**src/rtl/bpred_pkg.sv**
```systemverilog
// Shared types for the branch prediction controller: default sizes, the
// controller state encoding and the in-flight entry layout.
package bpred_pkg;

  localparam int GHR_BITS_DEF = 8;
  localparam int DEPTH_DEF    = 4;

  typedef enum logic [1:0] {
    IDLE    = 2'd0,
    ACTIVE  = 2'd1,
    RECOVER = 2'd2
  } bpred_state_e;

  // The controller packs entries as {index, pred}, matching this layout
  typedef struct packed {
    logic [GHR_BITS_DEF-1:0] index;
    logic                    pred;
  } infl_entry_t;

endpackage

```
**src/rtl/bpred_infl_fifo.sv**
```systemverilog
// In-order queue of predicted branches awaiting resolution. A clear
// outranks push/pop in the same cycle. Pointers wrap modulo DEPTH.
module bpred_infl_fifo #(
  parameter  int DEPTH  = 4,
  parameter  int DATA_W = 9,
  localparam int PTR_W  = $clog2(DEPTH),
  localparam int CNT_W  = PTR_W + 1
) (
  input  logic              clk,
  input  logic              reset_n,
  input  logic              push,
  input  logic              pop,
  input  logic              clear,
  input  logic [DATA_W-1:0] push_data,
  output logic              full,
  output logic              empty,
  output logic [CNT_W-1:0]  count,
  output logic [DATA_W-1:0] head
);

  logic [DEPTH-1:0][DATA_W-1:0] mem;
  logic [PTR_W-1:0]             wr_ptr;
  logic [PTR_W-1:0]             rd_ptr;

  assign full  = (count == CNT_W'(DEPTH));
  assign empty = (count == '0);
  assign head  = mem[rd_ptr];

  always_ff @(posedge clk or negedge reset_n) begin
    if (!reset_n) begin
      wr_ptr <= '0;
      rd_ptr <= '0;
      count  <= '0;
    end else if (clear) begin
      wr_ptr <= '0;
      rd_ptr <= '0;
      count  <= '0;
    end else begin
      // DEPTH is a power of two, so the natural overflow is the wrap
      if (push) wr_ptr <= wr_ptr + PTR_W'(1);
      if (pop)  rd_ptr <= rd_ptr + PTR_W'(1);
      case ({push, pop})
        2'b10:   count <= count + CNT_W'(1);
        2'b01:   count <= count - CNT_W'(1);
        default: count <= count;
      endcase
    end
  end

  // Storage needs no reset: contents are only read behind a nonzero count
  always_ff @(posedge clk) begin
    if (push && !clear) mem[wr_ptr] <= push_data;
  end

endmodule

```
**src/rtl/branch_pred_ctrl.sv**
```systemverilog
// Tracks in-flight predicted branches, keeps speculative and architectural
// global history, and emits predictor updates one cycle after each resolve.
module branch_pred_ctrl
  import bpred_pkg::*;
#(
  parameter  int GHR_BITS = GHR_BITS_DEF,
  parameter  int DEPTH    = DEPTH_DEF,
  localparam int CNT_W    = $clog2(DEPTH) + 1
) (
  input  logic                clk,
  input  logic                reset_n,
  input  logic                alloc_valid,
  input  logic [GHR_BITS-1:0] alloc_index,
  input  logic                alloc_pred,
  output logic                alloc_ready,
  input  logic                resolve_valid,
  input  logic                resolve_taken,
  input  logic                flush,
  output logic                upd_valid,
  output logic [GHR_BITS-1:0] upd_index,
  output logic                upd_taken,
  output logic                mispredict,
  output logic [GHR_BITS-1:0] ghr_spec,
  output logic [CNT_W-1:0]    inflight_cnt,
  output logic                resolve_err
);

  bpred_state_e        state, state_nxt;
  logic [GHR_BITS-1:0] ghr_arch, ghr_arch_nxt;
  logic [GHR_BITS:0]   head;
  logic [CNT_W-1:0]    cnt_nxt;
  logic                fifo_full, fifo_empty;
  logic                res_fire, mis, push, clear;

  assign alloc_ready = (state != RECOVER) && !fifo_full;
  assign res_fire    = resolve_valid && !fifo_empty;
  assign mis         = res_fire && (head[0] != resolve_taken);
  assign clear       = mis || flush;
  // A squash in the same cycle kills the allocation that raced it
  assign push        = alloc_valid && alloc_ready && !clear;

  assign ghr_arch_nxt = res_fire ? {ghr_arch[GHR_BITS-2:0], resolve_taken} : ghr_arch;

  bpred_infl_fifo #(
    .DEPTH  (DEPTH),
    .DATA_W (GHR_BITS + 1)
  ) u_fifo (
    .clk       (clk),
    .reset_n   (reset_n),
    .push      (push),
    .pop       (res_fire),
    .clear     (clear),
    .push_data ({alloc_index, alloc_pred}),
    .full      (fifo_full),
    .empty     (fifo_empty),
    .count     (inflight_cnt),
    .head      (head)
  );

  always_comb begin
    cnt_nxt = inflight_cnt;
    if (clear)                 cnt_nxt = '0;
    else if (push && !res_fire) cnt_nxt = inflight_cnt + CNT_W'(1);
    else if (res_fire && !push) cnt_nxt = inflight_cnt - CNT_W'(1);

    state_nxt = state;
    case (state)
      RECOVER: state_nxt = IDLE;
      default: begin
        if (mis)                state_nxt = RECOVER;
        else if (cnt_nxt != '0) state_nxt = ACTIVE;
        else                    state_nxt = IDLE;
      end
    endcase
  end

  always_ff @(posedge clk or negedge reset_n) begin
    if (!reset_n) state <= IDLE;
    else          state <= state_nxt;
  end

  always_ff @(posedge clk or negedge reset_n) begin
    if (!reset_n) begin
      ghr_spec <= '0;
      ghr_arch <= '0;
    end else begin
      ghr_arch <= ghr_arch_nxt;
      // On squash, speculative history restarts from the resolved history
      if (clear)     ghr_spec <= ghr_arch_nxt;
      else if (push) ghr_spec <= {ghr_spec[GHR_BITS-2:0], alloc_pred};
    end
  end

  always_ff @(posedge clk or negedge reset_n) begin
    if (!reset_n) begin
      upd_valid   <= 1'b0;
      upd_index   <= '0;
      upd_taken   <= 1'b0;
      mispredict  <= 1'b0;
      resolve_err <= 1'b0;
    end else begin
      upd_valid  <= res_fire;
      mispredict <= mis;
      if (res_fire) begin
        upd_index <= head[GHR_BITS:1];
        upd_taken <= resolve_taken;
      end
      if (resolve_valid && fifo_empty) resolve_err <= 1'b1;
    end
  end

endmodule

```
**config.mk**
```make
export PLATFORM = sky130hd
export DESIGN_NAME = branch_pred_ctrl
export DESIGN_NICKNAME = d
export VERILOG_FILES = /design/src/rtl/bpred_pkg.sv /design/src/rtl/bpred_infl_fifo.sv /design/src/rtl/branch_pred_ctrl.sv
export SDC_FILE = /design/constraint.sdc
export NUM_CORES = 1
export LEC_CHECK = 0
export ABC_AREA = 0
export BUFFER_PORTS_ARGS = -buffer_cell sky130_fd_sc_hd__buf_2
export CORE_ASPECT_RATIO = 2
export CORE_MARGIN = 2
export CORE_UTILIZATION = 55
export CTS_CLUSTER_DIAMETER = 120
export CTS_CLUSTER_SIZE = 8
export DETAILED_ROUTE_END_ITERATION = 7
export GPL_ROUTABILITY_DRIVEN = 0
export PLACE_DENSITY_LB_ADDON = 0.05
export SLEW_MARGIN = 10
export SYNTH_ARGS = -nofsm -noshare
export SYNTH_HDL_FRONTEND = slang
export SYNTH_SLANG_ARGS = --single-unit
```
**constraint.sdc**
```tcl
create_clock -name clk -period 3.65 [get_ports clk]
set_clock_uncertainty 0.1 [all_clocks]
set_input_delay 0 -clock clk [delete_from_list [all_inputs] [get_ports clk]]
set_output_delay 0 -clock clk [all_outputs]
set_load 0.005 [all_outputs]
```
After elaboration in Yosys (flattened, before gate mapping) --
Cells that the tools add are included.
Cells by class: reduce and logical (&&, ||, !) cells 21, $add $sub $neg 4, equality and inequality tests 6, multiplexer cells 20, magnitude comparators 3
Operators by type and width (number):
- 36-bit bitwise mux | 1
- 8-bit 2-to-1 mux | 3
- 9-bit binary-select mux with 2-bit select | 1
- 9-bit demux with 2-bit select | 1
- 9-bit 2-to-1 mux | 2
- 2-bit 2-to-1 mux | 6
- 3-bit 2-to-1 mux | 4
- 1-bit logical AND | 10
- 2-bit by 3-bit < comparator with 1-bit output, second input constant | 2
- 3-bit case mux with 2 select lines | 1
- 3-bit nonzero test | 2
- 1-bit logical NOT | 5
- 2-bit by 1-bit adder with 2-bit output, second input constant | 2
- 2-bit equality test, second input constant | 2
- 2-bit nonzero test | 2
- 3-bit by 1-bit adder with 3-bit output, second input constant | 1
- 3-bit equality test, second input constant | 1
- 3-bit logical NOT | 1
- 3-bit by 1-bit subtractor with 3-bit output, second input constant | 1
- 2-bit by 1-bit equality test with 1-bit output, second input constant | 1
- 2-bit by 1-bit greater-or-equal comparator with 1-bit output, second input constant | 1
- 2-bit inequality test, second input constant | 1
- 1-bit logical OR | 1
- 1-bit 2-to-1 mux | 1
- 1-bit inequality test | 1
Word-level totals: input port bits 15, output and inout bits 24, word-level logic and storage cells 69, register bits 73

Depth between registers and ports, before layout --
depth after elaboration 16, gate-level depth with buffers 9

By module --
Synthesis repeated with hierarchy kept, for this count alone.
Unflattened totals: cell total of the unflattened synthesis 240, area total of the unflattened synthesis 3081.7 µm²
By module, submodules not included:
- bpred_infl_fifo | cells an instance 90, area an instance 1759.2 µm², times used 1
- branch_pred_ctrl | cells an instance 150, area an instance 1322.5 µm², times used 1

Worst setup path before layout --
No wires, ideal clock.
path kind reg2reg, from register u_fifo.count[0], to register u_fifo.mem[0] (netlist name), enable pin, slack 1.053 ns, data arrival time 2.110 ns, cell stages (with the launch flop) 7, path buffers 1, setup time 0.387 ns, cells stage by stage dfrtp_1 > inv_1 > ha_1 > nand2_1 > nand3_1 > buf_2 > nor3_1
On the way: longest elaborated chain between the ends 8, elaborated cells between the ends (all ways) 12, classes of those cells eq/ne (1); reduce/logical (11)
Ends and longest elaborated chain:
- from (decl) | RTL line bpred_infl_fifo.sv:17 | output logic [CNT_W-1:0] count,
- from (signal assigned) | RTL line bpred_infl_fifo.sv:43 | 2'b10: count <= count + CNT_W'(1);
- from (signal assigned) | RTL line bpred_infl_fifo.sv:44 | 2'b01: count <= count - CNT_W'(1);
- from (signal assigned) | RTL line bpred_infl_fifo.sv:45 | default: count <= count;
- 3-bit logical NOT | RTL line bpred_infl_fifo.sv:26 | assign empty = (count == '0);
- 1-bit logical NOT | RTL line branch_pred_ctrl.sv:36 | assign res_fire = resolve_valid && !fifo_empty;
- 1-bit logical AND | RTL line branch_pred_ctrl.sv:36
- 1-bit logical AND | RTL line branch_pred_ctrl.sv:37 | assign mis = res_fire && (head[0] != resolve_taken);
- 1-bit logical OR | RTL line branch_pred_ctrl.sv:38 | assign clear = mis || flush;
- 1-bit logical NOT | RTL line bpred_infl_fifo.sv:52, branch_pred_ctrl.sv:40
- 1-bit logical AND | RTL line branch_pred_ctrl.sv:40 | assign push = alloc_valid && alloc_ready && !clear;
- 1-bit logical AND (*) | RTL line bpred_infl_fifo.sv:52 | if (push && !clear) mem[wr_ptr] <= push_data;
- to (signal, indexed assignment) | RTL line bpred_infl_fifo.sv:52
- to (decl) | RTL line bpred_infl_fifo.sv:21 | logic [DEPTH-1:0][DATA_W-1:0] mem;
Mark *: on every way between the ends. The rest lies on a longest branch, timed or not. A chain may end at the register's enable or synchronous reset.

Worst setup path after layout --
from register u_fifo.count[0], to register state[0]
On the way: longest elaborated chain between the ends 16, elaborated cells between the ends (all ways) 24, classes of those cells add/sub (2); eq/ne (1); mux (6); reduce/logical (15)
Ends and longest elaborated chain:
- 3-bit logical NOT | RTL line bpred_infl_fifo.sv:26
- 1-bit logical NOT | RTL line branch_pred_ctrl.sv:36
- 1-bit logical AND | RTL line branch_pred_ctrl.sv:36
- 1-bit logical AND | RTL line branch_pred_ctrl.sv:37
- 1-bit logical OR | RTL line branch_pred_ctrl.sv:38
- 1-bit logical NOT | RTL line branch_pred_ctrl.sv:40
- 1-bit logical AND | RTL line branch_pred_ctrl.sv:40
- 1-bit logical NOT | RTL line branch_pred_ctrl.sv:64 | else if (res_fire && !push) cnt_nxt = inflight_cnt - CNT_W'(1);
- 1-bit logical AND | RTL line branch_pred_ctrl.sv:64
- 3-bit 2-to-1 mux | RTL line branch_pred_ctrl.sv:64
- 3-bit 2-to-1 mux | RTL line branch_pred_ctrl.sv:63 | else if (push && !res_fire) cnt_nxt = inflight_cnt + CNT_W'(1);
- 3-bit 2-to-1 mux | RTL line branch_pred_ctrl.sv:62 | if (clear) cnt_nxt = '0;
- 3-bit nonzero test | RTL line branch_pred_ctrl.sv:71 | else if (cnt_nxt != '0) state_nxt = ACTIVE;
- 1-bit 2-to-1 mux | RTL line branch_pred_ctrl.sv:71
- 2-bit 2-to-1 mux (*) | RTL line branch_pred_ctrl.sv:70 | if (mis) state_nxt = RECOVER;
- 2-bit 2-to-1 mux (*) | RTL line branch_pred_ctrl.sv:67 | case (state)
- via state_nxt[0] | RTL line branch_pred_ctrl.sv:28 | bpred_state_e state, state_nxt;
- to (signal assigned) | RTL line branch_pred_ctrl.sv:79 | else state <= state_nxt;
- to (decl) | RTL line branch_pred_ctrl.sv:28
Mark *: on every way through the listed nets, which the timed path passes. The rest lies on a longest branch.

==> qor.csv <==
stage,metric,value,unit
synth,ys.flop_type,sky130_fd_sc_hd__dfrtp_1,
floorplan,die_area,0.00652,mm²
synth,synth-async-reset-ratio,50.7,%
clock_network,clock_sinks,73,
clock_network,ctsResizeCount,0,
detailed_routing,drt-vias-per-instance,5.48,
cells_and_area,design.final.nets,335,
cells_and_area,layout.cells.most_common,sky130_fd_sc_hd__nand2_1,
place,portBuffers,38,
worst_setup_path,cp_slowest_cell,sky130_fd_sc_hd__nor3_1,
job,max-cap-violations,0,
cells_and_area,layout.cells.most_common_list,"sky130_fd_sc_hd__nand2_1, sky130_fd_sc_hd__buf_2, sky130_fd_sc_hd__dfrtp_1, sky130_fd_sc_hd__edfxtp_1, sky130_fd_sc_hd__dlygate4sd3_1",
worst_setup_path,timing.critical_path.to_type,register,
clock_network,ctsRootBufferMaster,sky130_fd_sc_hd__clkbuf_16,
timing,final_hold_viol_count,0,
synth,synth_top_cell_area_share,33.6,%
timing,max_slew.worst_pin.slew,0.841,ns
timing,relSlewSlack,44.0,%
timing,rsz0062_at_grt,no,
worst_setup_path,worstPathMaxFanout,8,
worst_setup_path,arrival_time_of_data_at_the_critical_path_endpoint,2.65,ns
clock_network,htree_num_levels,3,
power_and_ir_drop,p_per_area,760,mW/mm²
worst_setup_path,cp_num_buf_inv,1,
synth,dominant_combinational_cell_family_by_area_after_synthesis,simple AND/OR/NAND/NOR gates,
worst_setup_path,worst_ep_required_time,3.73,ns
global_route,global_route.usage.total,22.2,%
timing,hold_slack,0.193,ns
clock_network,post-cts-setup-buffers,0,
worst_setup_path,setup.worst_path.start_class,register,
synth,net_count_of_the_mapped_netlist,276,
synth,yosys_warnings,0,
synth,synthDominantAreaCellType,sky130_fd_sc_hd__edfxtp_1,
timing,period_share,70.5,%
synth,synth.mux.area_fraction,10.8,%
timing,finalMaxSlewViolations,0,
timing,post_layout_min_period,2.57,ns
worst_setup_path,worst_path_dominant_cell_family,simple AND/OR/NAND/NOR gates,
timing,timing.setup.tns,0,ns
synth,synth_area_per_cell,12.7,µm²
synth,synth-compound-area-share,6.17,%
power_and_ir_drop,vdd_drop_max,0.582,mV
detailed_routing,post_route_antenna_net_violation_count,0,
synth,netlist-cell-type-count,40,
clock_network,clock_tree_from_tritoncts,yes,
global_route,grt_max_degree,38,
global_route,grt_pass1_vias,2258,
hold_path,hold_path_startpoint,alloc_valid,
cells_and_area,area_growth_syn_to_layout,20.5,%
power_and_ir_drop,power.leakage,0.00167,µW
detailed_routing,route.final.wire_length,6230,µm
clock_network,clkTransAtPathRegs,0.05,ns
status,status,"complete, no violations",
timing,setup_viol_count_final,0,
global_route,number_of_antenna_violations_at_the_first_check_in_global_routing,0,
global_route,grt_remaining_overflow,0,
synth,synth_simple_gate_area_share,14.1,%
synth,synth-adder-area-share,2.72,%
timing,max_freq,389,MHz
detailed_routing,vias,2072,
worst_setup_path,crit_chain,inv_1 > ha_1 > and2_1 > nor3_1 > nor3_1 > a311oi_1 > a311oi_2,
floorplan,coreArea,0.00571,mm²
floorplan,floorplan.die.height,112,µm
hold_path,worstHoldPathType,in -> reg,
detailed_routing,avgRoutedWirePerCell,16.5,µm
floorplan,top_level_ports,39,
synth,synth_xor_area_share,1.09,%
synth,flip_flop_and_latch_count_after_synthesis,73,
floorplan,starting_density_of_the_core,56.4,%
synth,synth.yosys.seq_area_share,62.3,%
cells_and_area,post-route-util,68.0,%
synth,postSynthCellCount,254,
clock_network,clock_path_buffers,2,
floorplan,num_rows,39,
detailed_routing,detail_route.drc_violations,0,
place,detailedPlacementHpwl,4390,µm
clock_network,clock_latency,0.33,ns
cells_and_area,antenna_cells_inserted,0,
synth,synth.area.top_cells,"sky130_fd_sc_hd__edfxtp_1, sky130_fd_sc_hd__dfrtp_1, sky130_fd_sc_hd__nand2_1",
worst_setup_path,cp_common_cell,sky130_fd_sc_hd__nor3_1,
synth,synth-edff-count,36,
place,cells_after_dpl,350,
detailed_routing,drt_first_iter_violations,121,
clock_network,cts-buffers-inserted,9,
synth,synth.cell_area,0.00322,mm²
detailed_routing,drt_first_pass_iters,4,
worst_setup_path,worstReg2RegStart,u_fifo.count[0]$_DFFE_PN0P_,
cells_and_area,drive_above_1_share,23.3,%
worst_setup_path,max_stage_delay,0.58,ns
cells_and_area,final_cells,378,
worst_setup_path,critical_path_class,reg -> reg,
worst_setup_path,timing.critical_path.from,u_fifo.count[0]$_DFFE_PN0P_,
global_route,grt_pass1_wl,10500,µm
floorplan,die_x,58.1,µm
[per-stage QoR]
step | power [µW] | worst slack (ns) | area (µm²)
detailed placement | 2190 | 1.08 | 3490
floorplan | 1870 | 1.05 | 3220
global route | 3160 | 0.834 | 3880
CTS | 2990 | 1.05 | 3880
global placement | 2170 | 1.12 | 3490
finish | 2950 | 1.08 | 3880
[cells by family (layout without fill, tap and decap cells)]
logic type	Yosys count	count (layout)
AO/OA/AOI/OAI	24	24
adder cells (fa/ha/maj)	7	7
buffers and inverters	20	83
XOR/XNOR	4	4
AND/OR/NAND/NOR	104	104
flip-flops	73	73
multiplexers	22	22
[flip-flops by register name (all words and copies together), names as in the netlist]
| name | flops |
|---|---|
| u_fifo.mem | 36 |
| ghr_arch | 8 |
| ghr_spec | 8 |
| upd_index | 8 |
| u_fifo.count | 3 |
| state | 2 |
| u_fifo.rd_ptr | 2 |
| u_fifo.wr_ptr | 2 |
| mispredict | 1 |
| resolve_err | 1 |
| upd_taken | 1 |
| upd_valid | 1 |
[where the power goes]
part           leakage, µW  switching [µW]  internal, µW
sequential        0.000797             150          1080
clock             0.000132             303           473
combinational     0.000745             526           423
total              0.00167             979          1970
[cell usage after synthesis, types with 2 or more instances]
master / n
sky130_fd_sc_hd__buf_2: 4
sky130_fd_sc_hd__nor4_1: 2
sky130_fd_sc_hd__ha_1: 7
sky130_fd_sc_hd__nand3_1: 6
sky130_fd_sc_hd__mux2i_1: 11
sky130_fd_sc_hd__a21oi_1: 3
sky130_fd_sc_hd__clkbuf_1: 2
sky130_fd_sc_hd__buf_1: 2
sky130_fd_sc_hd__a21o_1: 2
sky130_fd_sc_hd__xnor2_1: 3
sky130_fd_sc_hd__nor2b_1: 3
sky130_fd_sc_hd__o21a_1: 8
sky130_fd_sc_hd__nand2_1: 65
sky130_fd_sc_hd__dfrtp_1: 37
sky130_fd_sc_hd__nand2b_1: 6
sky130_fd_sc_hd__inv_1: 10
sky130_fd_sc_hd__mux2i_4: 2
sky130_fd_sc_hd__edfxtp_1: 36
sky130_fd_sc_hd__mux4_2: 8
sky130_fd_sc_hd__nor2_1: 8
sky130_fd_sc_hd__nor3_1: 10
[what timing repair did]
action                                  CTS  global route
endpoints found under the setup margin    0             0
endpoints found under the hold margin    79             0
hold buffers                             13             0
[routing by layer]
layer | global-route usage, % | wire length, µm
met1 | 23.6 | 2360
met2 | 38.7 | 3470
met3 | 4.95 | 196
met4 | 13.0 | 198
met5 | 0 | 0
[cell type report]
class	instances	area, µm²
Sequential cell	73	2010
Fill cell	426	1830
Multi-Input combinational cell	161	1120
Timing Repair Buffer	58	373
Clock buffer	12	246
Tap cell	61	76.3
Inverter	10	37.5
Clock inverter	3	18.8
[worst reg2reg max path: stages, from the launching register on]
cell                       delay (ns)
sky130_fd_sc_hd__dfrtp_1         0.47
sky130_fd_sc_hd__inv_1           0.13
sky130_fd_sc_hd__ha_1            0.28
sky130_fd_sc_hd__and2_1          0.19
sky130_fd_sc_hd__nor3_1          0.58
sky130_fd_sc_hd__nor3_1          0.10
sky130_fd_sc_hd__a311oi_1        0.41
sky130_fd_sc_hd__a311oi_2        0.18
[path summary, 6_finish.rpt]
check | end | depth (start not counted) | slack (ns)
worst max-delay path | state[0]$_DFF_PN0_ | 7 | 1.08
worst min-delay path | u_fifo.wr_ptr[0]$_DFFE_PN0P_ | 5 | 0.19
worst max register to register | state[0]$_DFF_PN0_ | 7 | 1.08
worst min register to register | upd_taken$_DFFE_PN0N_ | 2 | 0.36
max in group asynchronous | u_fifo.wr_ptr[1]$_DFFE_PN0P_ | 2 | 2.71
min in group asynchronous | mispredict$_DFF_PN0_ | 2 | 0.21
Note: power is estimated with default switching activity, not from simulation.
